--- config.mk ---
export PLATFORM = sky130hd
export DESIGN_NAME = lex_token_fsm
export DESIGN_NICKNAME = d
export VERILOG_FILES = /design/src/rtl/lex_pkg.sv /design/src/rtl/lex_char_class.sv /design/src/rtl/lex_token_fsm.sv
export SDC_FILE = /design/constraint.sdc
export NUM_CORES = 1
export LEC_CHECK = 0
export CORE_UTILIZATION = 25
export CTS_CLUSTER_SIZE = 16
export DETAILED_ROUTE_END_ITERATION = 16
export PLACE_DENSITY_LB_ADDON = 0.1
export SYNTH_ARGS = -nofsm -noshare
export SYNTH_HDL_FRONTEND = slang
export SYNTH_HIERARCHICAL = 1
export SYNTH_SLANG_ARGS = --single-unit
--- constraint.sdc ---
create_clock -name clk -period 2.3 [get_ports clk]
set_input_delay 0.345 -clock clk [delete_from_list [all_inputs] [get_ports clk]]
set_output_delay 0.345 -clock clk [all_outputs]
set_load 0.01 [all_outputs]
--- src/rtl/lex_pkg.sv ---
// rtl/lex_pkg.sv - shared state, mode and character-class definitions for the lexer
package lex_pkg;

    typedef enum logic [1:0] {
        ST_IDLE = 2'd0,
        ST_HEAD = 2'd1,
        ST_TAIL = 2'd2
    } lex_state_t;

    typedef enum logic [1:0] {
        CC_L = 2'd0,
        CC_U = 2'd1,
        CC_D = 2'd2,
        CC_O = 2'd3
    } char_class_t;

    localparam logic [1:0] MODE_LD  = 2'd0;
    localparam logic [1:0] MODE_ID  = 2'd1;
    localparam logic [1:0] MODE_NUM = 2'd2;

    // ID accepts in HEAD; LD (modes 0 and 3) and NUM accept in TAIL.
    function automatic logic is_accepting(input lex_state_t s, input logic [1:0] m);
        return (m == MODE_ID) ? (s == ST_HEAD) : (s == ST_TAIL);
    endfunction

endpackage

--- src/rtl/lex_char_class.sv ---
// rtl/lex_char_class.sv - combinational ASCII classifier: letter, underscore, digit, other
module lex_char_class
    import lex_pkg::*;
#(
    parameter int CHAR_W = 8
) (
    input  logic [CHAR_W-1:0] char_i,
    output char_class_t       class_o
);

    logic [7:0] lo;
    logic       hi_zero;

    assign lo      = char_i[7:0];
    assign hi_zero = ((char_i >> 8) == '0);

    always_comb begin
        class_o = CC_O;
        if (hi_zero) begin
            if ((lo >= 8'h61 && lo <= 8'h7a) || (lo >= 8'h41 && lo <= 8'h5a))
                class_o = CC_L;
            else if (lo == 8'h5f)
                class_o = CC_U;
            else if (lo >= 8'h30 && lo <= 8'h39)
                class_o = CC_D;
        end
    end

endmodule

--- src/rtl/lex_token_fsm.sv ---
// rtl/lex_token_fsm.sv - streaming token recogniser with length tracking and match counting
module lex_token_fsm
    import lex_pkg::*;
#(
    parameter int CHAR_W = 8,
    parameter int LEN_W  = 6,
    parameter int CNT_W  = 16
) (
    input  logic              clk,
    input  logic              rst_n,
    input  logic [CHAR_W-1:0] char_in,
    input  logic              char_valid,
    input  logic [1:0]        mode,
    input  logic              clear,
    output logic              out,
    output logic [LEN_W-1:0]  tok_len,
    output logic              len_sat,
    output logic              tok_done,
    output logic [LEN_W-1:0]  tok_len_last,
    output logic [CNT_W-1:0]  match_cnt
);

    localparam logic [LEN_W-1:0] LEN_MAX = '1;
    localparam logic [LEN_W-1:0] LEN_ONE = LEN_W'(1);
    localparam logic [CNT_W-1:0] CNT_ONE = CNT_W'(1);

    lex_state_t       state_q, state_d;
    logic [1:0]       mode_q, mode_d;
    logic             out_q, out_d;
    logic             done_q, done_d;
    logic [LEN_W-1:0] len_q, len_d;
    logic [LEN_W-1:0] last_q, last_d;
    logic [CNT_W-1:0] cnt_q, cnt_d;
    char_class_t      cls;
    logic [1:0]       eff_mode;
    logic             is_id, is_num;

    lex_char_class #(.CHAR_W(CHAR_W)) u_class (
        .char_i  (char_in),
        .class_o (cls)
    );

    // A token start samples the live mode; an open token keeps the latched one.
    assign eff_mode = (state_q == ST_IDLE) ? mode : mode_q;
    assign is_id    = (eff_mode == MODE_ID);
    assign is_num   = (eff_mode == MODE_NUM);

    always_ff @(posedge clk or negedge rst_n) begin
        if (!rst_n) begin
            state_q <= ST_IDLE;
            mode_q  <= MODE_LD;
            out_q   <= 1'b0;
            done_q  <= 1'b0;
            len_q   <= '0;
            last_q  <= '0;
            cnt_q   <= '0;
        end else begin
            state_q <= state_d;
            mode_q  <= mode_d;
            out_q   <= out_d;
            done_q  <= done_d;
            len_q   <= len_d;
            last_q  <= last_d;
            cnt_q   <= cnt_d;
        end
    end

    always_comb begin
        state_d = state_q;
        if (clear) begin
            state_d = ST_IDLE;
        end else if (char_valid) begin
            state_d = ST_IDLE;
            case (state_q)
                ST_IDLE: begin
                    if (is_id) begin
                        if (cls == CC_L || cls == CC_U) state_d = ST_HEAD;
                    end else if (is_num) begin
                        if (cls == CC_D) state_d = ST_TAIL;
                    end else begin
                        if (cls == CC_L) state_d = ST_HEAD;
                    end
                end
                ST_HEAD: begin
                    if (is_id) begin
                        if (cls != CC_O) state_d = ST_HEAD;
                    end else if (!is_num) begin
                        if (cls == CC_L)      state_d = ST_HEAD;
                        else if (cls == CC_D) state_d = ST_TAIL;
                    end
                end
                ST_TAIL: begin
                    if (!is_id && cls == CC_D) state_d = ST_TAIL;
                end
                default: state_d = ST_IDLE;
            endcase
        end
    end

    always_comb begin
        mode_d = mode_q;
        out_d  = out_q;
        done_d = 1'b0;
        len_d  = len_q;
        last_d = last_q;
        cnt_d  = cnt_q;
        if (clear) begin
            mode_d = MODE_LD;
            out_d  = 1'b0;
            len_d  = '0;
            last_d = '0;
            cnt_d  = '0;
        end else if (char_valid) begin
            if (state_q == ST_IDLE) mode_d = mode;
            out_d = is_accepting(state_d, eff_mode);
            if (state_d == ST_IDLE)
                len_d = '0;
            else if (state_q == ST_IDLE)
                len_d = LEN_ONE;
            else if (len_q != LEN_MAX)
                len_d = len_q + LEN_ONE;
            if (state_q != ST_IDLE && state_d == ST_IDLE && is_accepting(state_q, mode_q)) begin
                done_d = 1'b1;
                last_d = len_q;
                cnt_d  = cnt_q + CNT_ONE;
            end
        end
    end

    assign out          = out_q;
    assign tok_len      = len_q;
    assign len_sat      = (len_q == LEN_MAX);
    assign tok_done     = done_q;
    assign tok_len_last = last_q;
    assign match_cnt    = cnt_q;

endmodule

# After elaboration in Yosys (flattened, before gate mapping)

Index checks and enable logic that the tools add are counted.

Add/subtract/negate cells: 2
Magnitude comparators: 6
Equal/unequal tests: 13
Multiplexer cells: 37
Reductions and logical operators: 18

Operators by type and width:

| kind                                                              | number |
|---|---|
| 2-to-1 mux 16 bit                                                 | 3 |
| 2-to-1 mux 6 bit                                                  | 8 |
| 2-to-1 mux 2 bit                                                  | 14 |
| adder 16 x 1 -> 16 bit, second input constant                     | 1 |
| greater-or-equal comparator 8 x 7 -> 1 bit, second input constant | 2 |
| less-or-equal comparator 8 x 7 -> 1 bit, second input constant    | 2 |
| 2-to-1 mux 1 bit                                                  | 11 |
| == test 2 x 1 -> 1 bit, second input constant                     | 5 |
| == test 2 bit, second input constant                              | 4 |
| == test 8 x 7 -> 1 bit, second input constant                     | 1 |
| greater-or-equal comparator 8 x 6 -> 1 bit, second input constant | 1 |
| less-or-equal comparator 8 x 6 -> 1 bit, second input constant    | 1 |
| adder 6 x 1 -> 6 bit, second input constant                       | 1 |
| == test 6 bit, second input constant                              | 1 |
| logical AND 1 bit                                                 | 6 |
| zero test 2 bit                                                   | 3 |
| != test 6 bit, second input constant                              | 1 |
| one-hot mux 2 bit (3 select lines)                                | 1 |
| nonzero test 2 bit                                                | 3 |
| AND reduction 2 bit                                               | 2 |
| nonzero test 4 bit                                                | 1 |
| logical OR 1 bit                                                  | 2 |
| != test 2 bit, second input constant                              | 1 |
| zero test 1 bit                                                   | 1 |

Flip-flop bits (word level): 34
Bits of input ports: 14
Output and inout bits: 31

# Longest topological paths before layout

Gate-level depths: netlist of run 1.

Depth after elaboration: 19
Depth in mapped cells: 11

# Hierarchy

The synthesis of run 1 kept the hierarchy.

By module, submodules not included:

| module         | times used | cells each | area each (um^2) | seq. area each (um^2) |
|---|---|---|---|---|
| lex_token_fsm  | 1          | 200        | 1860.5           | 850.8 |
| lex_char_class | 1          | 12         | 81.3             | 0.0 |

# Worst setup path after synthesis of run 1

Ideal clock, no wire load.

Path type: register to register
Start: reg state_q[1]
End: reg cnt_q[1] (netlist: match_cnt[1])
Data arrival time: 2.022 ns
Path slack: 0.146 ns
Stages on the path, launching flop included: 9
Path buffers: 2
Period minus slack after synthesis: 2.154 ns
Cells stage by stage: dfrtp_1 -> or4b_1 -> o211a_1 -> o32a_2 -> o211ai_4 -> buf_6 -> buf_12 -> mux2i_1 -> nor2_1

Word-level cells in the longest chain between the ends: 14
Elaborated cells between the ends (all ways): 23

Ends and longest elaborated chain:

| item                                     | line                                     | text |
|---|---|---|
| from (decl)                              | lex_token_fsm.sv:27                      | `lex_state_t state_q, state_d;` |
| from (signal assigned)                   | lex_token_fsm.sv:58                      | `state_q <= state_d;` |
| zero test 2 bit                          | lex_token_fsm.sv:44, lex_token_fsm.sv:74 |  |
| 2-to-1 mux 2 bit                         | -                                        |  |
| == test 2 x 1 -> 1 bit                   | lex_token_fsm.sv:45                      | `assign is_id = (eff_mode == MODE_ID);` |
| zero test 1 bit                          | lex_token_fsm.sv:93                      | `if (!is_id && cls == CC_D) state_d = ST_TAIL;` |
| logical AND 1 bit                        | lex_token_fsm.sv:93                      |  |
| 2-to-1 mux 2 bit                         | lex_token_fsm.sv:93                      |  |
| one-hot mux 2 bit (3 select lines)       | lex_token_fsm.sv:74                      | `case (state_q)` |
| 2-to-1 mux 2 bit                         | lex_token_fsm.sv:72                      | `end else if (char_valid) begin` |
| 2-to-1 mux 2 bit                         | lex_token_fsm.sv:70                      | `if (clear) begin` |
| zero test 2 bit                          | lex_token_fsm.sv:122                     | `if (state_q != ST_IDLE && state_d == ST_IDLE && is_accepting(state_q, mode_q)) begin` |
| logical AND 1 bit                        | lex_token_fsm.sv:122                     |  |
| logical AND 1 bit (*)                    | lex_token_fsm.sv:122                     |  |
| nonzero test 2 bit (no source line) (*)  | -                                        |  |
| AND reduction 2 bit (no source line) (*) | -                                        |  |
| to (signal assigned)                     | lex_token_fsm.sv:64                      | `cnt_q <= cnt_d;` |
| to (decl)                                | lex_token_fsm.sv:33                      | `logic [CNT_W-1:0] cnt_q, cnt_d;` |

Every way passes the cells marked *; elsewhere a longest branch is shown, timed or not.
A chain may end at the register's enable or synchronous reset.

# Final worst setup path of run 1

Start: reg state_q[0]
End: reg last_q[3] (netlist: tok_len_last[3])

Word-level cells in the longest chain between the ends: 14
Elaborated cells between the ends (all ways): 23

Ends and longest elaborated chain:

| item                                     | line                                     | text |
|---|---|---|
| zero test 2 bit                          | lex_token_fsm.sv:44, lex_token_fsm.sv:74 |  |
| 2-to-1 mux 2 bit                         | -                                        |  |
| == test 2 x 1 -> 1 bit                   | lex_token_fsm.sv:45                      |  |
| zero test 1 bit                          | lex_token_fsm.sv:93                      |  |
| logical AND 1 bit                        | lex_token_fsm.sv:93                      |  |
| 2-to-1 mux 2 bit                         | lex_token_fsm.sv:93                      |  |
| one-hot mux 2 bit (3 select lines)       | lex_token_fsm.sv:74                      |  |
| 2-to-1 mux 2 bit                         | lex_token_fsm.sv:72                      |  |
| 2-to-1 mux 2 bit                         | lex_token_fsm.sv:70                      |  |
| zero test 2 bit                          | lex_token_fsm.sv:122                     |  |
| logical AND 1 bit                        | lex_token_fsm.sv:122                     |  |
| logical AND 1 bit (*)                    | lex_token_fsm.sv:122                     |  |
| nonzero test 2 bit (no source line) (*)  | -                                        |  |
| AND reduction 2 bit (no source line) (*) | -                                        |  |
| to (signal assigned)                     | lex_token_fsm.sv:63                      | `last_q <= last_d;` |
| to (decl)                                | lex_token_fsm.sv:32                      | `logic [LEN_W-1:0] last_q, last_d;` |

Marked as above.

==> results of run 1 <==
cells in the final DEF, fill, tap and decap left out, types with 3 or more instances in the layout:
| cell type | count |
|---|---|
| buf_4 | 25 |
| nand2_1 | 14 |
| or4_1 | 6 |
| a21oi_1 | 15 |
| nand3_1 | 14 |
| clkbuf_8 | 5 |
| dlygate4sd2_1 | 7 |
| nand2b_1 | 3 |
| or3_1 | 4 |
| dfrtp_1 | 34 |
| and3_1 | 3 |
| inv_1 | 7 |
| clkdlybuf4s50_1 | 34 |
| o31ai_1 | 8 |
| mux2i_1 | 8 |
| o21ai_0 | 10 |
| nor2_1 | 24 |
| a21oi_2 | 5 |
worst max-delay path: stages (launching register included):
cell	delay [ps]
dfrtp_1	410
or4b_4	500
o211a_1	140
o32a_4	200
o211ai_4	310
clkbuf_16	210
buf_6	100
mux2i_1	170
nor2_1	60
cells by family after synthesis:
| family | after synthesis |
|---|---|
| mux | 9 |
| compound gates | 61 |
| xor+xnor | 2 |
| buf+inv | 16 |
| simple gates | 88 |
| flops | 34 |
| fa+ha+maj | 2 |
power groups by stage:
stage / logic (mW) / clock network, mW / registers, mW
finish: 0.143 / 0.554 / 0.606
global placement: 0.137 / 0 / 0.618
detailed placement: 0.136 / 0 / 0.618
floorplan: 0.0534 / 0 / 0.620
global route: 0.157 / 0.601 / 0.606
CTS: 0.144 / 0.571 / 0.606
cells in the mapped netlist, types with 2 or more instances:
| cell type | instances | share of area |
|---|---|---|
| ha_1 | 2 | 0.013 |
| a21o_1 | 2 | 0.0077 |
| and3_1 | 3 | 0.0097 |
| xor2_1 | 2 | 0.0090 |
| o31ai_1 | 9 | 0.035 |
| nand2b_1 | 5 | 0.016 |
| dfrtp_1 | 34 | 0.44 |
| mux2i_1 | 8 | 0.041 |
| nand3_1 | 14 | 0.036 |
| clkbuf_1 | 6 | 0.012 |
| or3_1 | 6 | 0.019 |
| or4_1 | 7 | 0.027 |
| o22ai_1 | 2 | 0.0064 |
| or4b_1 | 2 | 0.010 |
| inv_1 | 7 | 0.014 |
| nand2_1 | 14 | 0.027 |
| or2_2 | 2 | 0.0064 |
| a21oi_1 | 19 | 0.049 |
| o21ai_1 | 2 | 0.0052 |
| o21ai_0 | 10 | 0.026 |
| o21a_1 | 2 | 0.0077 |
| nor3_1 | 3 | 0.0077 |
| nor2_1 | 24 | 0.046 |
worst max-delay path by stage:
stage	from	end	cells past startpoint
global placement	char_in[1]	match_cnt[14]	11
finish	state_q[0]	tok_len_last[3]	8
detailed placement	char_in[3]	match_cnt[10]	11
global route	state_q[1]	tok_len_last[3]	8
CTS	char_in[5]	tok_len_last[3]	10
floorplan	state_q[1]	match_cnt[1]	8
timing repair:
item | CTS | global route
gates resized for setup | 20 | 12
setup endpoints to repair | 16 | 23
pin swaps | 15 | 7
setup buffers | 2 | 3
cloned | 2 | 0
sequential cells by signal, indices dropped and copies added (netlist names):
signal	count
match_cnt	16
mode_q	2
out	1
state_q	2
tok_done	1
tok_len	6
tok_len_last	6
through the flow:
stage | setup WS (ps) | power, mW | hold WS [ps] | cells
after floorplan | 146 | 0.673 | 49.4 | 212
after global placement | -413 | 0.755 | 524 | 370
after detailed placement | -403 | 0.754 | 517 | 370
after CTS | 0.298 | 1.32 | 488 | 382
after global routing | -37.0 | 1.36 | 519 | 384
final | 61.9 | 1.30 | 479 | 384
area by class of cell:
cell class                 count  share of cell area
multi-input combinational    162               0.374
sequential                    34               0.293
timing repair buffer          74               0.245
tap                           99              0.0427
clock buffer                   7              0.0263
clock inverter                 1              0.0103
inverter                       7             0.00906
per-layer routing:
layer / vias up / part of all wire / track usage
met2: 50 / 0.47 / 0.214
met4: 0 / 0.0087 / 0.0376
li1: 929 / - / -
met5: - / 0 / 0
met1: 911 / 0.48 / 0.195
met3: 5 / 0.048 / 0.0296
==> flow_summary.json, run 1 <==
{
  "place_area_um2": 2640,
  "layout_min_cycle_time_ps": 2240,
  "fmax_mhz": 447,
  "synth_top_family_by_area": "simple AND/OR/NAND/NOR gates",
  "run_status": "complete, no violations",
  "clock_path_buffers": 2,
  "slew_headroom": 0.687,
  "row_count": 31,
  "design.die.area_um2": 8120,
  "grt_max_degree": 35,
  "synth_cell_types": 50,
  "final_area_um2": 2900,
  "grt_pass1_vias": 1753,
  "clock_latency_ps": 290,
  "critPathMaxFanout": 5,
  "leakagePower_nw": 1.25,
  "multi_input_area_um2": 1080,
  "clock_power_share": 0.425,
  "diodes": 0,
  "cts_hold_buf": 0,
  "min_path_type": "primary input to asynchronous set/reset pin",
  "start_util": 0.263,
  "pin_count": 45,
  "seqCellArea_um2": 851,
  "vias_per_cell": 4.93,
  "synth_mux_area_frac": 0.0470,
  "switching_share": 0.238,
  "synthAdderAreaFrac": 0.0129,
  "synth-seq-cells": 34,
  "n_fill_cell": 752,
  "internal_power_mw": 0.993,
  "wire_per_inst_um": 14.4,
  "p_switching_mw": 0.310,
  "ir_drop_uv": 225,
  "tightest_slew_ps": 469,
  "netlist_instances": 212,
  "core_area_um2": 7370,
  "synthXorXnorAreaFrac": 0.00902,
  "syn_nets": 228,
  "antenna_found_initial": 0,
  "cts_root_buf": "clkbuf_8",
  "synth_edf_count": 0,
  "worstReg2RegStart": "state_q[0]",
  "wl_um": 5540,
  "fp.dieH_um": 90.1,
  "rsz0062_at_grt": "yes",
  "drt-pass1-iter-count": 4,
  "arrival_ps": 2400,
  "cap_violations": 0,
  "synth_top_flop_cell": "dfrtp_1",
  "r2r_cells": 8,
  "postSynthAreaPerCell_um2": 9.16,
  "io_buffers": 44,
  "crit_type": "register to register",
  "seq_power_share": 0.465,
  "grt-ovfl-total": 0,
  "crit_path_end_kind": "register",
  "r2r_end": "tok_len_last[3]",
  "dr_total_vias": 1895,
  "combinationalPowerShare": 0.110,
  "dp_hpwl_um": 3530,
  "ant_nets": 0,
  "cts_tree": "yes",
  "slew_viol_final": 0,
  "grt_usage": 0.139,
  "finalCritPeriodShare": 0.973,
  "num-nets-final": 300,
  "ys_seq_area_frac": 0.438,
  "rrSetupSlack_ps": 60,
  "syn-cell-area_um2": 1940,
  "drive_above_1_share": 0.207,
  "cp-start-kind": "register",
  "clkSinkCount": 34,
  "finClkSkew_ps": 6.46,
  "cp.required_ps": 2460,
  "hold_viol": 0,
  "post-route-util": 0.394,
  "synth_warnings": 6,
  "ctsHtreeMaxLevel": 2,
  "area_growth_pct": 49.4,
  "routabilityCongestion": 0.791,
  "finalSetupViolations": 0,
  "numCtsBuffers": 5,
  "die_w_um": 90.1,
  "synth-simple-area-share": 0.238,
  "tns_ps": 0,
  "drt_iter0_drc": 151,
  "synth_compound_area_frac": 0.211,
  "clkTransAtPathRegs_ps": 70,
  "grt_pass1_wl_um": 9050,
  "power_density_nw_per_um2": 449,
  "drc": 0,
  "synthArstFlopShare": 1.00
}
No activity file was read; power rests on OpenSTA's default activity.
==> run 2, diff against run 1 <==
- PLACE_DENSITY_LB_ADDON: 0.1 -> not set
==> run 2 against run 1 <==
  * Clock power is 0.7% higher
  * Setup slack got worse by 65 ps
  * The flow now finishes with violations (negative setup slack)
  * Sequential power hardly changed
  * Hold slack got worse by 84 ps
  * Die area unchanged
  * Core utilization rose by 2.0 points
  * Critical endpoint is now tok_len_last[5]
  * Sequential cell count did not move
  * Critical path depth unchanged
  * Sequential share of layout area shrank 1.4 points
  * Combinational power is 6% higher
  * Final cell count did not move
==> flow_summary.json, run 2 (synthesis results as in run 1) <==
{
  "run_status": "finished, violations left",
  "violations": "negative setup slack",
  "path_depth": 8,
  "r2r_cells": 8,
  "fmax_mhz": 434,
  "ir_drop_uv": 234,
  "grt_pass1_vias": 1842,
  "cp_num_buf_inv": 2,
  "dp_hpwl_um": 3490,
  "grt-ovfl-total": 0,
  "cts_hold_buf": 0,
  "cp-start-kind": "register",
  "wire_per_inst_um": 14.4,
  "path_cells": "or4b_4 > o211a_1 > o32a_4 > o211ai_4 > clkbuf_16 > buf_8 > mux2i_1 > nor2_1",
  "critPathMaxStageDelay_ps": 520,
  "pin_count": 45,
  "vias_per_cell": 5.03,
  "slew_viol_final": 0,
  "clock_latency_ps": 280,
  "core_area_um2": 7370,
  "grt_pass1_wl_um": 8640,
  "final_cell_mix": "clkdlybuf4s50_1 (34), dfrtp_1 (33), buf_4 (26), nor2_1 (22), nand2_1 (14)",
  "clock_path_buffers": 2,
  "endpoint": "tok_len_last[5]",
  "arrival_ps": 2460,
  "start_util": 0.263,
  "row_count": 31,
  "antenna_found_initial": 0,
  "rrSetupSlack_ps": -3,
  "hold_viol": 0,
  "crit_type": "register to register",
  "design.die.area_um2": 8120,
  "largest_reg_flops": 16,
  "rsz0062_at_grt": "yes",
  "finClkSkew_ps": 5.82,
  "wl_um": 5530,
  "hold_start": "mode[1]",
  "drc": 0,
  "tightest_slew_ps": 471,
  "layout_min_cycle_time_ps": 2300,
  "clkTransAtPathRegs_ps": 70,
  "cp.required_ps": 2450,
  "numCtsBuffers": 5,
  "grt_usage": 0.128,
  "cap_violations": 0,
  "power.total_mw": 1.32,
  "drt_iter0_drc": 61,
  "drive_above_1_share": 0.302,
  "io_buffers": 44,
  "clkSinkCount": 34,
  "cp_top_family": "compound AO/OA/AOI/OAI gates",
  "cp_slowest_cell": "or4b_4",
  "num-nets-final": 301,
  "critPathMaxFanout": 7,
  "ctsHtreeMaxLevel": 2,
  "leakagePower_nw": 1.32,
  "grt_max_degree": 35,
  "final_common_cell": "clkdlybuf4s50_1",
  "finalCritPeriodShare": 1.00,
  "r2r_end": "tok_len_last[5]",
  "ant_nets": 0,
  "cts_root_buf": "clkbuf_8",
  "power_density_nw_per_um2": 432,
  "diodes": 0,
  "whs_ps": 395,
  "crit_path_end_kind": "register",
  "dr_total_vias": 1930,
  "cts_tree": "yes",
  "min_path_type": "primary input to register",
  "finalSetupViolations": 1,
  "crit_start": "state_q[0]",
  "setup_ws_ps": -3.11,
  "die_w_um": 90.1,
  "area_growth_pct": 57.1,
  "fp.dieH_um": 90.1,
  "n_fill_cell": 711,
  "worstReg2RegStart": "state_q[0]",
  "slew_headroom": 0.685,
  "drt-pass1-iter-count": 4,
  "routabilityCongestion": 0.816
}
[run 2: worst min-delay path, stage by stage]
cell and delay [ps]:
dlymetal6s2s_1 150, nand3_1 80, a21oi_1 60
[run 2: per-stage QoR]
stage	setup WS [ps]	util	cells	setup TNS, ps	area (µm²)
after floorplan	146	-	212	0	1940
after global placement	-377	0.357	369	-8400	2630
after detailed placement	-423	0.357	369	-9400	2630
after CTS	-15.0	0.377	377	-70.9	2780
after global routing	-85.9	0.414	384	-609	3050
final	-3.11	0.414	384	-3.11	3050
[run 2: power by group]
| part | total [mW] | internal (mW) | switching, mW |
|---|---|---|---|
| sequential | 0.608 | 0.603 | 0.00513 |
| combinational | 0.151 | 0.0698 | 0.0809 |
| clock | 0.558 | 0.347 | 0.212 |
| total | 1.32 | 1.02 | 0.298 |
[run 2: what timing repair did]
item	4_1_cts	5_1_grt
buffers inserted	1	5
cloned	0	2
pin swaps	5	17
resized for setup	12	46
endpoints found under the setup margin	18	25
[run 2: cell type report]
class	count	area, µm²	area share
inverter	7	26.3	0.00861
tap	99	124	0.0406
clock buffer	6	82.6	0.0271
timing repair buffer	75	737	0.242
multi-input combinational	162	1200	0.393
clock inverter	1	30.0	0.00984
sequential	34	852	0.279
[run 2: how the worst min path moves through the flow]
stage,endpoint,cells after the start
6_report,mode_q[1],3
5_1_grt,mode_q[1],3
4_1_cts,match_cnt[1],2
3_5_place_dp,tok_len_last[4],2
3_3_place_gp,tok_len_last[5],2
2_1_floorplan,match_cnt[0],0
[run 2: per-layer routing]
layer | share of wire | routed length, µm | track usage
met3 | 0.043 | 238 | 0.0321
met4 | 0.0045 | 25 | 0.0161
met2 | 0.49 | 2740 | 0.220
met1 | 0.46 | 2530 | 0.165
met5 | 0 | 0 | 0
